**src/rtl/state_register_serializer.sv**
```systemverilog
// Snapshots a 320-bit ASCON permutation state (x0..x4) and streams it out
// as 64-bit words over a valid/ready handshake, x0 first.
module state_register_serializer #(
    parameter int N_WORDS = 5,
    parameter int WORD_W  = 64,
    parameter int CNT_W   = 3
) (
    input  logic                            clock_i,
    input  logic                            resetb_i,
    input  logic                            start_i,
    input  logic [N_WORDS-1:0][WORD_W-1:0]  state_i,
    output logic [WORD_W-1:0]               word_o,
    output logic                            valid_o,
    input  logic                            ready_i,
    output logic [CNT_W-1:0]                idx_o,
    output logic                            busy_o,
    output logic                            done_o
);

    typedef enum logic [1:0] {
        ST_IDLE = 2'd0,
        ST_SEND = 2'd1,
        ST_DONE = 2'd2
    } state_t;

    localparam logic [CNT_W-1:0] LAST_IDX = CNT_W'(N_WORDS - 1);

    state_t                          r_state;
    state_t                          w_state_nxt;
    logic [N_WORDS-1:0][WORD_W-1:0]  r_snap;
    logic [CNT_W-1:0]                r_idx;
    logic [CNT_W-1:0]                w_idx_nxt;
    logic                            w_capture;
    logic [WORD_W-1:0]               w_sel_word;

    // Explicit compare-select so index codes beyond N_WORDS-1 read as zero.
    function automatic logic [WORD_W-1:0] sel_word(
        input logic [N_WORDS-1:0][WORD_W-1:0] snap,
        input logic [CNT_W-1:0]               idx
    );
        logic [WORD_W-1:0] w;
        w = '0;
        for (int i = 0; i < N_WORDS; i++) begin
            if (idx == CNT_W'(i)) begin
                w = snap[i];
            end
        end
        return w;
    endfunction

    assign w_sel_word = sel_word(r_snap, r_idx);

    always_ff @(posedge clock_i) begin
        if (!resetb_i) begin
            r_state <= ST_IDLE;
            r_idx   <= '0;
        end else begin
            r_state <= w_state_nxt;
            r_idx   <= w_idx_nxt;
        end
    end

    // The snapshot frees the upstream state register the moment it is taken.
    always_ff @(posedge clock_i) begin
        if (!resetb_i) begin
            r_snap <= '0;
        end else if (w_capture) begin
            r_snap <= state_i;
        end
    end

    always_comb begin
        w_state_nxt = r_state;
        w_idx_nxt   = r_idx;
        w_capture   = 1'b0;
        valid_o     = 1'b0;
        busy_o      = 1'b0;
        done_o      = 1'b0;
        word_o      = '0;
        idx_o       = '0;

        case (r_state)
            ST_IDLE: begin
                if (start_i) begin
                    w_capture   = 1'b1;
                    w_idx_nxt   = '0;
                    w_state_nxt = ST_SEND;
                end
            end

            ST_SEND: begin
                valid_o = 1'b1;
                busy_o  = 1'b1;
                word_o  = w_sel_word;
                idx_o   = r_idx;
                if (ready_i) begin
                    if (r_idx == LAST_IDX) begin
                        w_idx_nxt   = '0;
                        w_state_nxt = ST_DONE;
                    end else begin
                        w_idx_nxt   = r_idx + CNT_W'(1);
                    end
                end
            end

            ST_DONE: begin
                done_o      = 1'b1;
                busy_o      = 1'b1;
                w_state_nxt = ST_IDLE;
            end

            default: begin
                w_idx_nxt   = '0;
                w_state_nxt = ST_IDLE;
            end
        endcase
    end

endmodule

```
**config.mk**
```make
export PLATFORM = sky130hd
export DESIGN_NAME = state_register_serializer
export DESIGN_NICKNAME = d
export VERILOG_FILES = /design/src/rtl/state_register_serializer.sv
export SDC_FILE = /design/constraint.sdc
export NUM_CORES = 1
export LEC_CHECK = 0
export CAP_MARGIN = 20
export CORE_MARGIN = 10
export CORE_UTILIZATION = 53
export DETAILED_ROUTE_END_ITERATION = 10
export MAX_ROUTING_LAYER = met4
export PLACE_DENSITY = 0.86
export RECOVER_POWER = 50
export SKIP_CTS_REPAIR_TIMING = 1
export SLEW_MARGIN = 20
export SYNTH_ARGS = -nofsm -noshare
export SYNTH_HDL_FRONTEND = slang
export SYNTH_SLANG_ARGS = --single-unit
export TNS_END_PERCENT = 50
```
**constraint.sdc**
```tcl
create_clock -name clock_i -period 3.65 [get_ports clock_i]
set_clock_uncertainty 0.2 [all_clocks]
set_input_delay 0.5475 -clock clock_i [delete_from_list [all_inputs] [get_ports clock_i]]
set_output_delay 0.5475 -clock clock_i [all_outputs]
set_load 0.01 [all_outputs]
```
; ---- Word level (Yosys, flattened, before mapping)
; Index checks and enable logic that the tools add are counted.
; W data, S select, Z words.
[totals]
ff_bits = 325
out_inout_bits = 70
[op_classes]
reduce_logical = 5
eq_ne = 9
add_sub_neg = 1
bitwise = 1
n_mux = 20
[ops]
columns = op, n
row1 = $mux W64, 6
row2 = $mux W3, 4
row3 = $pmux W3 S3, 1
row4 = $eq A3 B2 Y1 const B, 2
row5 = $mux W2, 3
row6 = $ne A2 B2 Y1 const B, 3
row7 = $reduce_and A3 Y1, 2
row8 = $mux W1, 5
row9 = $pmux W2 S2, 1
row10 = $add A3 B1 Y3 const B, 1
row11 = $eq A3 B1 Y1 const B, 1
row12 = $eq A3 B3 Y1 const B, 1
row13 = $logic_not A3 Y1, 1
row14 = $eq A2 B1 Y1 const B, 1
row15 = $eq A2 B2 Y1 const B, 1
row16 = $logic_not A2 Y1, 1
row17 = $reduce_or A2 Y1, 1
row18 = $not A1 Y1, 1

; ---- Longest topological paths before layout
[logic_depth]
ltp_word = 7
depth_mapped = 9
depth_no_buf = 6

; ---- Least setup slack after synthesis
; OpenSTA, ideal clock, no wires.
[synth_path]
path_type = register to output
from = register r_idx[0]
to = output word_o[12]
stages_incl_launch_ff = 7
path_slack_ns = 1.284
arrival_time_ns = 1.618
n_path_buf = 2
path_cell_list = dfxtp_1 > ha_1 > ha_1 > clkbuf_1 > buf_1 > a22oi_1 > a21oi_1
[synth_between]
elab_chain_cells = 7
[synth_rtl]
columns = element, line_no
row1 = "start, declared", 31  ; logic [CNT_W-1:0] r_idx;
row2 = "start signal, assigned", 59  ; r_idx <= w_idx_nxt;
row3 = $logic_not A3 Y1, 44  ; if (idx == CNT_W'(i)) begin
row4 = $mux W64 (4 in series), 44
row5 = $mux W64 (*), 44
row6 = $mux W64 (*), 82  ; case (r_state)
row7 = "end, declared", 12  ; output logic [WORD_W-1:0] word_o,
; Mark *: on every way between the ends. The rest lies on a longest branch, timed or not.

; ---- Worst setup path after layout
[layout_path]
from = register r_idx[0]
to = output word_o[16]
; Same word-level chain as after synthesis.

==> results.py <==
metrics = {
    "run_status": {
        "outcome": "finished clean",
    },
    "floorplan": {
        "start_util_pct": 54.2,
        "dieArea_um2": 35900,
        "die-width_um": 189,
        "die_h_um": 189,
        "core.rowCount": 61,
        "coreArea_um2": 28100,
        "pin_count": 394,
    },
    "yosys": {
        "syn_area_per_cell_um2": 7.54,
        "synth_seq_area_share_pct": 42.8,
        "synthCells": 2017,
        "synth-seq-cells": 325,
        "synth_largest_area_cell": "dfxtp_1",
        "synth.distinct_cells": 25,
        "synth_area_leaders": "dfxtp_1 (43%), nand2_1 (18%), a21boi_0 (16%), a21oi_1 (4.3%), o21ai_0 (4.2%)",
        "synth_nets": 2351,
        "yosys.area.top_type_share_pct": 42.8,
        "synth_warnings": 0,
        "syn_area_um2": 15200,
    },
    "power_and_ir_drop": {
        "seq_power_share_pct": 39.7,
        "p_sw_share_pct": 34.0,
        "p_int_uw": 7500,
        "p_leak_uw": 0.00785,
        "powerDensity_nw_per_um2": 552,
        "ir_worst_vdd_v": 0.000337,
        "clkPwrFrac_pct": 30.2,
        "switchingPower_uw": 3860,
        "combPwrFrac_pct": 30.1,
    },
    "timing": {
        "min_period_ns": 3.60,
        "tns_ns": 0,
        "slew_violations": 0,
        "post-route-period-util_pct": 98.5,
        "slew_headroom_pct": 22.9,
        "setup_viol_count_final": 0,
        "hold_viol": 0,
        "rsz0062_at_grt": "yes",
        "max_freq_mhz": 278,
        "tightest_slew_ns": 1.16,
    },
    "setup_path": {
        "path_max_fanout": 29,
        "critPathSlowestCell": "clkdlybuf4s50_1",
        "cp_slowest_stage_delay_ns": 0.50,
        "crit_type": "flip-flop to output port",
        "critPathCaptureType": "output port",
        "critPathArrivalTime_ns": 2.85,
        "start_kind": "flip-flop",
        "crit_path_cell_trace": "ha_1, ha_2, or2_4, buf_12, a21oi_2, a22oi_1, a21oi_1, clkdlybuf4s50_1",
        "required_ns": 2.90,
    },
    "grt": {
        "grtUsageTotal_pct": 27.4,
        "grt_pass1_vias": 14800,
        "grt_overflow": 0,
        "grt_max_degree": 135,
        "grt_pass1_wl_um": 78600,
        "grt_antenna_before_repair": 9,
    },
    "route": {
        "wire_per_inst_um": 18.9,
        "first_pass_iters": 6,
        "vias": 15200,
        "drt_iter0_drc": 1429,
        "dr_wl_met3_um": 4210,
        "drc_errors": 0,
        "met1_length_um": 20800,
        "antenna_left": 0,
        "vias_per_cell": 5.58,
        "highest_layer": "met4",
        "wl_met2_um": 24800,
        "finalWirelength_um": 51600,
    },
    "placed_design": {
        "place_inst": 2645,
        "gp_congestion": 0.896,
        "dpl.hpwl_um": 34600,
        "dpl-instance-area_um2": 19300,
        "port_buffers": 393,
    },
    "clock_network": {
        "cts_root_buffer": "clkbuf_16",
        "htreeDepth": 2,
        "cts.sinks": 325,
        "insertion_delay_ns": 0.51,
        "clkTransAtPathRegs_ns": 0.06,
        "clock_path_buffers": 3,
        "cts_tree": "built",
        "numCtsBuffers": 36,
    },
    "job": {
        "maxCapViolCount": 0,
    },
    "layout": {
        "area_delta_synth_final_pct": 35.2,
        "fin_cells": 2725,
        "fin_area_um2": 20600,
        "fin_nets": 2651,
        "drive_above_1_share_pct": 6.93,
    },
    "min_path": {
        "hold_class": "flip-flop to flip-flop",
    },
}
==> power groups by stage <==
stage               logic, uW  clock network (uW)  registers, uW
detailed placement       3380                   0           4570
global placement         3290                   0           4530
floorplan                2140                   0           4470
finish                   3430                3430           4510
CTS                      3410                3460           4500
global route             3790                3610           4560
==> cells in the final DEF, fill, tap and decap left out, types with 33 or more instances in the layout <==
master             n
a21oi_1          130
a21boi_0         320
dfxtp_1          324
inv_1             68
a21oi_2           60
clkbuf_16         37
nand2_1          710
clkdlybuf4s50_1  359
a22oi_1           63
dlymetal6s2s_1    33
o21ai_0          129
==> area by class of cell <==
cell class              instances  area, um2
multi-input cells            1448       7710
well taps                     378        473
diodes                         10       25.0
clock inverters                10       82.6
clock buffers                  48        997
inverters                      68        255
fillers                      2122       7510
repair buffers                438       4520
flip-flops and latches        325       6510
==> logic make-up after synthesis <==
group | after synthesis | synth area share [%]
and+or+nand+nor | 729 | 18.2
buffers and inverters | 244 | 6.94
muxes | 3 | 0.197
adders and majority gates | 10 | 0.822
DFF | 325 | 42.8
AOI/OAI and AO/OA | 706 | 31.1
==> path summary, 6_finish.rpt <==
check | from | slack [ns] | cells past startpoint | end
hold / removal | r_snap[282]$_SDFFE_PN0P_ | 0.26 | 2 | r_snap[282]$_SDFFE_PN0P_
hold reg to reg | r_snap[282]$_SDFFE_PN0P_ | 0.26 | 2 | r_snap[282]$_SDFFE_PN0P_
setup / recovery | r_idx[0]$_SDFFE_PN0P_ | 0.05 | 8 | word_o[16]
setup reg to reg | r_state[1]$_SDFFE_PN0P_ | 0.27 | 6 | r_snap[290]$_SDFFE_PN0P_
==> through the flow <==
stage | util (%) | total power [uW] | hold slack [ns] | setup WS [ns]
final | 73.2 | 11400 | 0.259 | 0.0540
after global routing | 73.2 | 12000 | 0.281 | -0.0727
after CTS | 72.6 | 11400 | 0.261 | -0.267
after detailed placement | 68.8 | 7950 | 0.254 | 0.314
after global placement | 68.8 | 7830 | 0.247 | 0.435
after floorplan | - | 6610 | 0.240 | 1.28
==> routing by layer <==
metal / vias up / track usage, %
met5: - / -
met3: 121 / 5.48
met4: 0 / 11.1
li1: 7268 / -
met2: 723 / 44.7
met1: 7102 / 32.6
==> worst max-delay path, delay by kind of cell (launching register included) <==
family	cells	cell delay (ns)
AND/OR/NAND/NOR	1	0.23
adder cells (fa/ha/maj)	2	0.42
flip-flops	1	0.46
AO/OA/AOI/OAI	3	0.45
buffers and inverters	2	0.77
==> cell usage after synthesis <==
cell type and count:
a22oi_1 63, nor2b_1 5, buf_2 61, a21boi_0 320
dfxtp_1 325, o22ai_1 1, buf_6 7, buf_4 3
nand3_1 3, buf_1 22, a21oi_1 131, ha_1 10
o21ai_2 1, nor3_2 1, nand2_1 712, o21ai_0 129
mux2i_1 3, or2_1 1, a211oi_1 1, clkbuf_1 83
nor2_1 2, and2_1 5, a21oi_2 59, a21bo_2 1
inv_1 68
==> registers in the layout, summed over array words and instances, names as in the netlist <==
signal   count
r_idx        3
r_snap     320
r_state      2
Note: power is estimated with default switching activity, not from simulation.
